==> config.mk <==
export PLATFORM = sky130hd
export DESIGN_NAME = datamem_arbiter_flat
export DESIGN_NICKNAME = d
export VERILOG_FILES = /design/src/rtl/datamem_arbiter_if.sv /design/src/rtl/datamem_arbiter.sv /design/src/flat_wrapper.sv
export SDC_FILE = /design/constraint.sdc
export NUM_CORES = 1
export LEC_CHECK = 0
export CAP_MARGIN = 20
export CORE_UTILIZATION = 30
export CTS_BUF_LIST = sky130_fd_sc_hd__clkbuf_2
export DETAILED_ROUTE_END_ITERATION = 16
export DONT_BUFFER_PORTS = 1
export HOLD_SLACK_MARGIN = 0.06
export PLACE_DENSITY = 0.44
export SLEW_MARGIN = 20
export SYNTH_ARGS = -nofsm -noshare
export SYNTH_HDL_FRONTEND = slang
export SYNTH_SLANG_ARGS = --single-unit
==> constraint.sdc <==
create_clock -name clk -period 2.4 [get_ports clk]
set_input_delay 0.48 -clock clk [delete_from_list [all_inputs] [get_ports clk]]
set_output_delay 0.48 -clock clk [all_outputs]
set_load 0.005 [all_outputs]
==> src/rtl/datamem_arbiter_if.sv <==
// datamem_arbiter_if: requester and data-memory signals for datamem_arbiter
//   cpu_* / dbg_* : req, we, addr, wdata in; gnt, rvalid, rdata out (arbiter side)
//   mem_*         : raddr, waddr, read, write, wdata out; rdata in (arbiter side)
//   slave modport = arbiter, master modport = requesters + memory
interface datamem_arbiter_if #(
  parameter int AW = 10,
  parameter int DW = 32
);
  logic          cpu_req;
  logic          cpu_we;
  logic [AW-1:0] cpu_addr;
  logic [DW-1:0] cpu_wdata;
  logic          cpu_gnt;
  logic          cpu_rvalid;
  logic [DW-1:0] cpu_rdata;
  logic          dbg_req;
  logic          dbg_we;
  logic [AW-1:0] dbg_addr;
  logic [DW-1:0] dbg_wdata;
  logic          dbg_gnt;
  logic          dbg_rvalid;
  logic [DW-1:0] dbg_rdata;
  logic [AW-1:0] mem_raddr;
  logic [AW-1:0] mem_waddr;
  logic          mem_read;
  logic          mem_write;
  logic [DW-1:0] mem_wdata;
  logic [DW-1:0] mem_rdata;
  modport slave (
    input  cpu_req, cpu_we, cpu_addr, cpu_wdata,
    output cpu_gnt, cpu_rvalid, cpu_rdata,
    input  dbg_req, dbg_we, dbg_addr, dbg_wdata,
    output dbg_gnt, dbg_rvalid, dbg_rdata,
    output mem_raddr, mem_waddr, mem_read, mem_write, mem_wdata,
    input  mem_rdata
  );
  modport master (
    output cpu_req, cpu_we, cpu_addr, cpu_wdata,
    input  cpu_gnt, cpu_rvalid, cpu_rdata,
    output dbg_req, dbg_we, dbg_addr, dbg_wdata,
    input  dbg_gnt, dbg_rvalid, dbg_rdata,
    input  mem_raddr, mem_waddr, mem_read, mem_write, mem_wdata,
    output mem_rdata
  );
endinterface

==> src/rtl/datamem_arbiter.sv <==
// datamem_arbiter: fixed-priority (cpu over dbg) data-memory arbiter with dbg starvation override
//   clk  : rising-edge clock
//   rst  : asynchronous active-low reset; grants are forced low while asserted
//   bus  : datamem_arbiter_if.slave (cpu/dbg request ports, memory drive)
//   DATAMEM_ARB_STATS_EN adds cpu_grant_cnt/dbg_grant_cnt (wrapping) and force_cnt (saturating)
module datamem_arbiter #(
  parameter int AW           = 10,
  parameter int DW           = 32,
  parameter int STARVE_LIMIT = 4
) (
  input logic              clk,
  input logic              rst,
  datamem_arbiter_if.slave bus
`ifdef DATAMEM_ARB_STATS_EN
  ,
  output logic [15:0]      cpu_grant_cnt,
  output logic [15:0]      dbg_grant_cnt,
  output logic [7:0]       force_cnt
`endif
);
  localparam logic [3:0] LIM = 4'(STARVE_LIMIT);
  logic [3:0]    starve_cnt;
  logic          starved;
  logic          cpu_gnt;
  logic          dbg_gnt;
  logic          cpu_rd;
  logic          dbg_rd;
  logic          cpu_rv_q;
  logic          dbg_rv_q;
  logic [DW-1:0] rdata_q;
  logic [AW-1:0] addr;
  always_comb begin
    starved = starve_cnt == LIM;
    dbg_gnt = rst & bus.dbg_req & (~bus.cpu_req | starved);
    cpu_gnt = rst & bus.cpu_req & ~dbg_gnt;
    cpu_rd  = cpu_gnt & ~bus.cpu_we;
    dbg_rd  = dbg_gnt & ~bus.dbg_we;
    addr    = cpu_gnt ? bus.cpu_addr : dbg_gnt ? bus.dbg_addr : '0;
  end
  assign bus.cpu_gnt    = cpu_gnt;
  assign bus.dbg_gnt    = dbg_gnt;
  assign bus.mem_read   = cpu_rd | dbg_rd;
  assign bus.mem_write  = (cpu_gnt & bus.cpu_we) | (dbg_gnt & bus.dbg_we);
  assign bus.mem_raddr  = addr;
  assign bus.mem_waddr  = addr;
  assign bus.mem_wdata  = cpu_gnt ? bus.cpu_wdata : dbg_gnt ? bus.dbg_wdata : '0;
  assign bus.cpu_rvalid = cpu_rv_q;
  assign bus.dbg_rvalid = dbg_rv_q;
  assign bus.cpu_rdata  = rdata_q;
  assign bus.dbg_rdata  = rdata_q;
  always_ff @(posedge clk or negedge rst) begin
    if (!rst) begin
      starve_cnt <= '0;
      cpu_rv_q   <= 1'b0;
      dbg_rv_q   <= 1'b0;
      rdata_q    <= '0;
    end else begin
      starve_cnt <= (dbg_gnt | ~bus.dbg_req) ? '0 : starved ? LIM : starve_cnt + 4'd1;
      cpu_rv_q   <= cpu_rd;
      dbg_rv_q   <= dbg_rd;
      if (cpu_rd | dbg_rd) rdata_q <= bus.mem_rdata;
    end
  end
`ifdef DATAMEM_ARB_STATS_EN
  // A grant is "forced" only when the cpu was also asking and lost to the override.
  always_ff @(posedge clk or negedge rst) begin
    if (!rst) begin
      cpu_grant_cnt <= '0;
      dbg_grant_cnt <= '0;
      force_cnt     <= '0;
    end else begin
      cpu_grant_cnt <= cpu_grant_cnt + {15'd0, cpu_gnt};
      dbg_grant_cnt <= dbg_grant_cnt + {15'd0, dbg_gnt};
      if (dbg_gnt & bus.cpu_req & starved & (force_cnt != 8'hFF)) force_cnt <= force_cnt + 8'd1;
    end
  end
`endif
endmodule

==> src/flat_wrapper.sv <==
// flat-port wrapper written by rule: the top's interface ports become plain ports
module datamem_arbiter_flat 
#(
  parameter int AW           = 10,
  parameter int DW           = 32,
  parameter int STARVE_LIMIT = 4
)
  (clk, rst, bus_cpu_req, bus_cpu_we, bus_cpu_addr, bus_cpu_wdata, bus_cpu_gnt, bus_cpu_rvalid, bus_cpu_rdata, bus_dbg_req, bus_dbg_we, bus_dbg_addr, bus_dbg_wdata, bus_dbg_gnt, bus_dbg_rvalid, bus_dbg_rdata, bus_mem_raddr, bus_mem_waddr, bus_mem_read, bus_mem_write, bus_mem_wdata, bus_mem_rdata);
  datamem_arbiter_if #(.AW(AW), .DW(DW)) bus_i ();
  input logic clk;
  input logic rst;
  input wire logic [$bits(bus_i.cpu_req)-1:0] bus_cpu_req;
  input wire logic [$bits(bus_i.cpu_we)-1:0] bus_cpu_we;
  input wire logic [$bits(bus_i.cpu_addr)-1:0] bus_cpu_addr;
  input wire logic [$bits(bus_i.cpu_wdata)-1:0] bus_cpu_wdata;
  output wire logic [$bits(bus_i.cpu_gnt)-1:0] bus_cpu_gnt;
  output wire logic [$bits(bus_i.cpu_rvalid)-1:0] bus_cpu_rvalid;
  output wire logic [$bits(bus_i.cpu_rdata)-1:0] bus_cpu_rdata;
  input wire logic [$bits(bus_i.dbg_req)-1:0] bus_dbg_req;
  input wire logic [$bits(bus_i.dbg_we)-1:0] bus_dbg_we;
  input wire logic [$bits(bus_i.dbg_addr)-1:0] bus_dbg_addr;
  input wire logic [$bits(bus_i.dbg_wdata)-1:0] bus_dbg_wdata;
  output wire logic [$bits(bus_i.dbg_gnt)-1:0] bus_dbg_gnt;
  output wire logic [$bits(bus_i.dbg_rvalid)-1:0] bus_dbg_rvalid;
  output wire logic [$bits(bus_i.dbg_rdata)-1:0] bus_dbg_rdata;
  output wire logic [$bits(bus_i.mem_raddr)-1:0] bus_mem_raddr;
  output wire logic [$bits(bus_i.mem_waddr)-1:0] bus_mem_waddr;
  output wire logic [$bits(bus_i.mem_read)-1:0] bus_mem_read;
  output wire logic [$bits(bus_i.mem_write)-1:0] bus_mem_write;
  output wire logic [$bits(bus_i.mem_wdata)-1:0] bus_mem_wdata;
  input wire logic [$bits(bus_i.mem_rdata)-1:0] bus_mem_rdata;
  assign bus_i.cpu_req = bus_cpu_req;
  assign bus_i.cpu_we = bus_cpu_we;
  assign bus_i.cpu_addr = bus_cpu_addr;
  assign bus_i.cpu_wdata = bus_cpu_wdata;
  assign bus_cpu_gnt = bus_i.cpu_gnt;
  assign bus_cpu_rvalid = bus_i.cpu_rvalid;
  assign bus_cpu_rdata = bus_i.cpu_rdata;
  assign bus_i.dbg_req = bus_dbg_req;
  assign bus_i.dbg_we = bus_dbg_we;
  assign bus_i.dbg_addr = bus_dbg_addr;
  assign bus_i.dbg_wdata = bus_dbg_wdata;
  assign bus_dbg_gnt = bus_i.dbg_gnt;
  assign bus_dbg_rvalid = bus_i.dbg_rvalid;
  assign bus_dbg_rdata = bus_i.dbg_rdata;
  assign bus_mem_raddr = bus_i.mem_raddr;
  assign bus_mem_waddr = bus_i.mem_waddr;
  assign bus_mem_read = bus_i.mem_read;
  assign bus_mem_write = bus_i.mem_write;
  assign bus_mem_wdata = bus_i.mem_wdata;
  assign bus_i.mem_rdata = bus_mem_rdata;
  datamem_arbiter #(.AW(AW), .DW(DW), .STARVE_LIMIT(STARVE_LIMIT)) u_core (.clk(clk), .rst(rst), .bus(bus_i));
endmodule
==> flow_summary.json <==
{
  "drc_errors": 0,
  "grt_start_max_net_pins": 76,
  "numCtsBuffers": 5,
  "fp-row-count": 36,
  "cts_tree": "done",
  "fmax_mhz": 408,
  "cp.required_ns": 1.92,
  "clock_power_share": 0.294,
  "synth_compound_area_frac": 0.307,
  "postRouteAntennaNets": 0,
  "max-cap-violations": 0,
  "seqPwrFrac": 0.477,
  "drtIter0Drc": 144,
  "final_cells": 443,
  "crit_arrival_ns": 1.97,
  "synthToLayoutAreaGrowth_pct": 10.4,
  "hold_path_class": "primary input to flop",
  "critPathLaunchType": "flop",
  "grt_pass1_wl_mm": 17.7,
  "synthMuxAreaShare": 0.00682,
  "yosysSeqAreaShare": 0.305,
  "synth-simple-area-share": 0.197,
  "viasPerCell": 6.38,
  "ios": 244,
  "drive_gt1_frac": 0.215,
  "grt_util_all_layers": 0.217,
  "drv_slew": 0,
  "synth_ff_type": "dfrtp_1",
  "start_util": 0.315,
  "power.density_nw_per_um2": 532,
  "die_y_um": 104,
  "core_area_um2": 9910,
  "fin_hold_ws_ns": 0.190,
  "p_int_mw": 1.24,
  "cp_top_family": "flip-flops",
  "worstSetupPathType": "flop to primary output",
  "finalHoldViolCount": 0,
  "antenna_found_initial": 3,
  "fin_crit_sh": 1.02,
  "cts.clk_slew.worst_paths_ns": 0.25,
  "cp_cell_sequence": "inv_2 -> ha_4 -> nand3b_1 -> a21oi_4 -> buf_6 -> clkbuf_16 -> a22o_4",
  "synth_top_family_by_area": "compound AO/OA/AOI/OAI gates",
  "end_kind": "primary output",
  "slew_headroom": 0.636,
  "drt_wl_total_mm": 13.0,
  "cts_sinks": 38,
  "power_frac_comb": 0.229,
  "synth_area_um2": 3120,
  "critical_path_buf_inv_count": 3,
  "outcome": "finished, violations left",
  "yosys_register_bits": 38,
  "syn-instance-count": 355,
  "wl_per_cell_um": 29.3,
  "dp_cells": 412,
  "grt_pass1_vias": 2736,
  "worst_slew_pin_slew_ns": 0.546,
  "cp_slowest_stage_delay_ns": 0.45,
  "ys_async_sr_fraction": 1.00,
  "clockRootBuffer": "clkbuf_2",
  "clk_path_buf_depth": 2,
  "grt_overflow_total": 0,
  "worstReg2RegStart": "u_core.starve_cnt[0]",
  "worstPathMaxFanout": 10,
  "die_area_um2": 10800,
  "gp_congestion": 0.859,
  "startpoint": "u_core.starve_cnt[0]",
  "ir_drop_v": 0.000271,
  "skew_ns": 0.0200,
  "synth_adder_area_share": 0.00802,
  "worstHoldStart": "bus_mem_rdata[29]",
  "fin_ws_ns": -0.0482,
  "syn-num-nets": 479,
  "switching_power_mw": 0.595,
  "die_width_um": 104,
  "clk-insertion-delay-late_ns": 0.41,
  "layout.nets": 430,
  "setup_viol": 42,
  "synthXorXnorAreaFrac": 0,
  "swShare": 0.324,
  "num_vias": 2826,
  "h-tree-depth": 2,
  "finalSetupTns_ns": -1.10,
  "synth_edf_count": 0,
  "hpwl_mm": 7.83,
  "port_buffers": 0,
  "violations": "negative setup slack",
  "power_mw": 1.83,
  "synth_area_per_cell_um2": 8.79,
  "yosysWarnings": 0,
  "dr.pass1.iters": 4,
  "p_leak_nw": 1.42,
  "synth_cell_types": 27,
  "rsz0062_at_grt": "yes",
  "post-route-min-period_ns": 2.45,
  "cp_slowest_cell": "dfrtp_1"
}
## state kept, by name, summed over array words and instances (netlist names)
| register | cells |
|---|---|
| u_core.bus.dbg_rvalid | 1 |
| u_core.bus.cpu_rdata | 32 |
| u_core.starve_cnt | 4 |
| u_core.bus.cpu_rvalid | 1 |
## routing by layer
metal  track usage  part of all wire  up-vias
met5             0                 0        -
met2         0.341              0.48      170
li1              -                 -     1225
met4        0.0949             0.033        0
met3        0.0564             0.080       24
met1         0.280              0.41     1407
## Yosys cell counts, types with 3 or more instances
cell type,n,area share
nor2_1,3,0.0036
o21ai_1,4,0.0064
o21ai_0,60,0.096
buf_6,3,0.011
a22o_1,42,0.12
buf_4,49,0.12
nand3_1,33,0.053
dfrtp_1,38,0.30
clkbuf_1,25,0.030
and4b_1,33,0.11
inv_1,3,0.0036
o211ai_1,32,0.077
buf_2,8,0.013
and3b_1,3,0.0084
## layout make-up
type / count / area, µm²
multi-input combinational: 228 / 1830
clock buffer: 5 / 25.0
timing repair buffer: 29 / 379
sequential: 38 / 951
antenna: 3 / 7.51
clock inverter: 3 / 68.8
fill: 1014 / 6460
tap: 133 / 166
inverter: 4 / 15.0
## stage by stage
stage / instance area (µm²) / setup slack (ns) / util
CTS: 3120 / -0.0798 / 0.315
global route: 3450 / -0.156 / 0.348
finish: 3450 / -0.0482 / 0.348
detailed placement: 2840 / 0.102 / 0.287
floorplan: 3120 / 0.256 / -
global placement: 2840 / 0.124 / 0.287
## final timing paths
| check | endpoint | slack [ns] | depth (start not counted) |
|---|---|---|---|
| worst min register to register | u_core.starve_cnt[0] | 0.60 | 2 |
| max in group asynchronous | u_core.bus.cpu_rdata[5] | 1.67 | 2 |
| min in group asynchronous | u_core.bus.cpu_rdata[26] | 0.52 | 2 |
| worst max-delay path | bus_mem_wdata[5] | -0.05 | 7 |
| worst min-delay path | u_core.bus.cpu_rdata[29] | 0.19 | 2 |
| worst max register to register | u_core.bus.cpu_rdata[5] | 0.50 | 7 |
## cells in the final DEF, fill, tap and decap left out, types with 2 or more instances in the layout
master and instances:
a22o_4 21, o21ai_1 4, a22o_1 21, nand2_1 2
nor2_1 3, and3_1 2, o21ai_0 60, dfrtp_1 38
o211ai_1 32, diode_2 3, nand3_1 33, clkbuf_2 5
nor4b_1 2, bufinv_16 2, buf_4 17, clkbuf_16 4
buf_12 3, and3b_1 3, nand3b_1 2, inv_2 3
and4b_1 33, buf_16 2
## power by group through the flow
| stage | registers (mW) | clock network (mW) | logic (mW) |
|---|---|---|---|
| after global placement | 0.889 | 0 | 0.305 |
| after detailed placement | 0.892 | 0 | 0.308 |
| after CTS | 0.878 | 0.563 | 0.351 |
| after floorplan | 0.838 | 0 | 0.439 |
| after global routing | 0.896 | 0.583 | 0.460 |
| final | 0.874 | 0.539 | 0.421 |
## kinds of logic after synthesis
family | count (synthesis)
flip-flops | 38
AO/OA/AOI/OAI | 141
multiplexers | 2
AND/OR/NAND/NOR | 83
adder cells (fa/ha/maj) | 2
buffers and inverters | 89
## timing repair
action                     CTS  global route
pin swaps                   20            22
cloned                       2             4
gates resized for setup     15            23
buffers inserted             9             5
setup endpoints to repair   54            54
hold endpoints to repair    38            38
Note: power is estimated with default switching activity, not from simulation.
